`src/rtl/hello_scroll_fsm.sv`:
```
// hello_scroll_fsm
//
// Scrolls the ring message "HELLO___" across a bank of active-low
// 7-segment digits. Each wrap of an upstream 16-bit counter, seen as a
// falling edge on q[15], is one scroll tick. A run input gates scrolling
// through a small IDLE / SCROLL / HOLD state machine.
//
// Optional build macro: HELLO_SCROLL_DIR_EN
//   When defined, adds input "dir". dir=0 scrolls left (ptr increments).
//   dir=1 scrolls right (ptr decrements, 0 -> 7). dir is sampled on the
//   cycle the step pulse is applied to ptr.
//
// Ports:
//   clock  in   system clock, all state changes on the rising edge
//   reset  in   synchronous, active-high; overrides every other input
//   q      in   [15:0] counter value from upstream
//   run    in   1 = scroll on ticks, 0 = idle (from IDLE) / freeze (from SCROLL)
//   dir    in   scroll direction (only with HELLO_SCROLL_DIR_EN)
//   hex    out  [7*NUM_DIGITS-1:0] segment codes, active-low gfedcba;
//               digit k is hex[7k+6:7k], k=0 is the rightmost digit
//   step   out  registered one-cycle pulse per detected counter wrap
//   state  out  [1:0] current FSM state for debug (IDLE=0, SCROLL=1, HOLD=2)
//
// Handshake note: there is no valid/ready traffic here. q is sampled every
// cycle unconditionally; step is a single-cycle strobe with no back-pressure.
module hello_scroll_fsm #(
  parameter int NUM_DIGITS = 6,
  parameter int MSG_LEN    = 8
) (
  input  logic                    clock,
  input  logic                    reset,
  input  logic [15:0]             q,
  input  logic                    run,
`ifdef HELLO_SCROLL_DIR_EN
  input  logic                    dir,
`endif
  output logic [7*NUM_DIGITS-1:0] hex,
  output logic                    step,
  output logic [1:0]              state
);

  localparam int PTR_W = $clog2(MSG_LEN);

  typedef enum logic [1:0] {
    IDLE   = 2'd0,
    SCROLL = 2'd1,
    HOLD   = 2'd2
  } state_t;

  state_t                  state_q;
  state_t                  state_d;
  logic [PTR_W-1:0]        ptr_q;
  logic [PTR_W-1:0]        ptr_d;
  logic [PTR_W-1:0]        ptr_adv;
  logic                    prev_msb;
  logic                    wrap;
  logic [7*NUM_DIGITS-1:0] hex_d;

  // Only the MSB of the counter matters for tick detection.
  logic unused_q;
  assign unused_q = ^q[14:0];

  // Message ring H,E,L,L,O,blank,blank,blank in active-low gfedcba.
  function automatic logic [6:0] char_code(input logic [PTR_W-1:0] idx);
    logic [6:0] code;
    case (idx)
      3'd0:    code = 7'h09; // H
      3'd1:    code = 7'h06; // E
      3'd2:    code = 7'h47; // L
      3'd3:    code = 7'h47; // L
      3'd4:    code = 7'h40; // O
      default: code = 7'h7F; // blank
    endcase
    return code;
  endfunction

  // A wrap is q[15] going 1 -> 0; a rise never counts.
  assign wrap = prev_msb & ~q[15];

`ifdef HELLO_SCROLL_DIR_EN
  assign ptr_adv = dir ? (ptr_q - 1'b1) : (ptr_q + 1'b1);
`else
  assign ptr_adv = ptr_q + 1'b1;
`endif

  // Next-state, next-ptr and next-display logic.
  always_comb begin
    state_d = IDLE;
    ptr_d   = ptr_q;
    hex_d   = '1;

    case (state_q)
      IDLE: begin
        ptr_d = '0;
        if (run) state_d = SCROLL;
        else     state_d = IDLE;
      end
      SCROLL: begin
        // Dropping run wins over a simultaneous step: freeze, no advance.
        if (!run) begin
          state_d = HOLD;
        end else begin
          state_d = SCROLL;
          if (step) ptr_d = ptr_adv;
        end
      end
      HOLD: begin
        if (run) state_d = SCROLL;
        else     state_d = HOLD;
      end
      default: begin
        state_d = IDLE;
        ptr_d   = '0;
      end
    endcase

    // Display window follows the current (registered) state and ptr.
    if (state_q == SCROLL || state_q == HOLD) begin
      for (int k = 0; k < NUM_DIGITS; k++) begin
        hex_d[7*k +: 7] = char_code(ptr_q + PTR_W'(NUM_DIGITS - 1 - k));
      end
    end
  end

  always_ff @(posedge clock) begin
    if (reset) begin
      state_q  <= IDLE;
      ptr_q    <= '0;
      prev_msb <= 1'b0;
      step     <= 1'b0;
      hex      <= '1;
    end else begin
      state_q  <= state_d;
      ptr_q    <= ptr_d;
      prev_msb <= q[15];
      step     <= wrap;
      hex      <= hex_d;
    end
  end

  assign state = state_q;

endmodule

```
`config.mk`:
```
export PLATFORM = sky130hd
export DESIGN_NAME = hello_scroll_fsm
export DESIGN_NICKNAME = d
export VERILOG_FILES = /design/src/rtl/hello_scroll_fsm.sv
export SDC_FILE = /design/constraint.sdc
export NUM_CORES = 1
export LEC_CHECK = 0
export BUFFER_PORTS_ARGS = -buffer_cell sky130_fd_sc_hd__buf_2
export CORE_ASPECT_RATIO = 1.5
export CORE_MARGIN = 3
export CORE_UTILIZATION = 47
export CTS_CLUSTER_SIZE = 16
export DETAILED_ROUTE_END_ITERATION = 10
export GPL_TIMING_DRIVEN = 0
export PLACE_DENSITY_LB_ADDON = 0.1
export SLEW_MARGIN = 20
export SYNTH_ARGS = -nofsm -noshare
export SYNTH_HDL_FRONTEND = slang
export SYNTH_SLANG_ARGS = --single-unit
```
`constraint.sdc`:
```
create_clock -name clock -period 2.5 [get_ports clock]
set_input_delay 0.625 -clock clock [delete_from_list [all_inputs] [get_ports clock]]
set_output_delay 0.625 -clock clock [all_outputs]
set_load 0.1 [all_outputs]
```
==> key figures <==
Floorplan
  – Initial core utilization: 50.0%
  – Die ar.: 4150 µm²
  – Row count: 25
  – Core area: 3190 µm²
  – DIE WIDTH: 53.6 µm
  – I/O pin cnt: 64
  – Die height: 77.4 µm

Timing
  – Worst-Margin Slew: 0.485 ns
  – Fmax: 458 MHz
  – Setup TNS: 0 ns
  – RSZ-0062 raised after global routing: no
  – Worst clock skew: 0.00993 ns
  – Tmin final: 2.18 ns
  – # setup viols final: 0
  – Final hold vios: 0
  – Worst slew margin: 67.4%
  – Slew Limit Fails: 0
  – Final worst slack: 0.316 ns
  – Final Cycle Share: 87.4%

Worst setup path
  – Crit path top cell by count: ha_1
  – Startpoint Class: flop
  – Critical Path Source: ptr_q[0]
  – CP required: 2.65 ns
  – Critical path class: flop to flop
  – Critical Path AT: 2.33 ns
  – CP max FO: 6
  – CP top delay family: adder cells
  – CP Capture Type: flop
  – RR Startpoint: ptr_q[0]
  – Slowest CP cell: or4_1
  – Critical path, cell by cell: inv_1 -> ha_1 -> ha_1 -> inv_2 -> a221o_1 -> or4_1
  – WP buf/inv: 2
  – CP peak stage delay: 0.47 ns
  – Reg2reg setup slack: 0.32 ns

Layout
  – Fin nets: 258
  – Layout cells sized above 1: 34.2%
  – Most common cell after layout, fill and taps aside: buf_2
  – Number of fill cells: 299
  – Commonest cells after routing, fill and taps aside: buf_2 (51), dfxtp_1 (36), ha_1 (18)
  – ANT cells: 0
  – Area Overhead vs Synth: 23.8%

Synth
  – Seq cells post-synth: 36
  – Mapped Area: 1600 µm²
  – Synth warn: 0
  – Share of the synthesized area in the top cell type: 45.1%
  – Synth area leader: dfxtp_1
  – Seq/Total Area, Yosys: 45.1%
  – Avg Inst Size Synth: 9.62 µm²
  – Synthesized net count: 203
  – Netlist cell types: 37
  – Mapped Cells: 166
  – Synth top area cells: dfxtp_1 (45%), ha_1 (14%), buf_4 (6.1%), o21ai_0 (3.8%), nor2_1 (3.5%)

Place
  – Post-DP HPWL: 2530 µm
  – Pre-CTS WS: 0.332 ns
  – GPL Wtd Cong: 0.843
  – # port buffers: 48

Worst hold path
  – Hold WC Path Type: flop to flop
  – Worst hold path startpoint: prev_msb

Power
  – Switch share: 32.4%
  – Pint: 0.000859 W
  – Pwr Total: 0.00127 W
  – Net Sw Power: 0.000413 W
  – Pwr Density: 643 nW/µm²
  – Clock Power Share: 31.8%
  – Worst VDD drop: 457 µV
  – Leak: 0.830 nW
  – Gate power share: 21.0%
  – Sequential share of power: 47.2%

GRT
  – First-pass GRT wire length: 5330 µm
  – Largest net degree at the start of global routing: 11
  – All-Layer GR Usage: 17.4%
  – Antenna violations before repair: 0
  – GRT overflow: 0
  – Vias in the first global route: 1309

Clock tree
  – Clock-pin slew on the worst setup and hold paths: 0.07 ns
  – Latest clock arrival within the worst-skew pair: 0.28 ns
  – TritonCTS Buffers: 5
  – CTS tree: done
  – Max clock buf depth: 2
  – Clock root cell: clkbuf_8
  – Cts hold-fix bufs: 0
  – Clock Sinks: 36
  – H-tree levels: 2
  – Post_cts resized: 0
  – Post-CTS setup buffer count: 0

Detailed routing
  – DRT Wirelength: 3240 µm
  – # DRC: 0
  – DRT antenna net count: 0
  – Drt first-iter violations: 21
  – Via density: 5.11
  – Routed WL per cell: 12.4 µm
  – Via count: 1338
  – Drt pass-1 iters: 4

Job
  – # Max-Cap Violations: 0

Status
  – Status: finished clean
==> final cells by class <==
| type | instances | area, µm² | share of cell area, % |
|---|---|---|---|
| clock buffers | 8 | 90.1 | 4.56 |
| flip-flops and latches | 36 | 721 | 36.5 |
| plain buffers | 20 | 135 | 6.84 |
| well taps | 40 | 50.0 | 2.53 |
| inverters | 7 | 26.3 | 1.33 |
| multi-input cells | 103 | 714 | 36.1 |
| repair buffers | 48 | 240 | 12.2 |
==> registers in the layout, summed over array words and instances (netlist names) <==
register	cells
ptr_q	3
prev_msb	1
state	2
hex	29
step	1
==> metal layers <==
metal	up-vias	track usage [%]	share of wire, %
met5	-	0	0
met4	0	12.0	4.4
met3	13	4.80	5.9
met2	43	32.3	55
met1	619	14.7	35
li1	663	-	-
==> Yosys cell counts, drive strengths merged <==
master	count
nor2b	5
ha	18
nand2	12
and3	1
nor3b	1
or4b	2
a211o	1
a31oi	1
o221ai	2
xor2	1
or3	1
inv	7
or4	1
a221o	1
nand2b	4
clkbuf	3
a21boi	1
nand3	1
dfxtp	36
o31ai	1
buf	17
o21ai	12
a2111o	1
mux2	1
and2b	1
and4b	1
nor4	3
nor3	3
nor2	15
o211ai	2
nor4b	2
o41ai	1
a21oi	7
==> power by group through the flow <==
stage          combinational (W)  clock [W]  sequential (W)
6_report                0.000267   0.000404        0.000600
5_1_grt                 0.000276   0.000441        0.000602
4_1_cts                 0.000269   0.000417        0.000600
3_5_place_dp            0.000268          0        0.000613
3_3_place_gp            0.000266          0        0.000612
2_1_floorplan          0.0000946          0        0.000748
==> final timing paths <==
path | cells past startpoint | end
setup / recovery | 6 | hex[20]
setup reg to reg | 6 | hex[20]
hold reg to reg | 1 | step
hold / removal | 1 | step
==> through the flow <==
stage	hold slack, ns	instance area, µm²	utilization, %	instances
after detailed placement	0.456	1890	59.1	254
after floorplan	0.438	1600	-	166
final	0.456	1980	62.0	262
after global placement	0.447	1890	59.1	254
after global routing	0.482	1980	62.0	262
after CTS	0.462	1980	62.0	262
==> cells by family after synthesis <==
kind of cell / after synthesis / synth area share [%]
AO/OA/AOI/OAI: 30 / 11.8
XOR/XNOR: 1 / 0.549
adder cells (fa/ha/maj): 18 / 14.1
buffers and inverters: 27 / 10.1
flip-flops: 36 / 45.1
multiplexers: 1 / 0.705
AND/OR/NAND/NOR: 53 / 17.6
(Power assumes the default switching activity.)
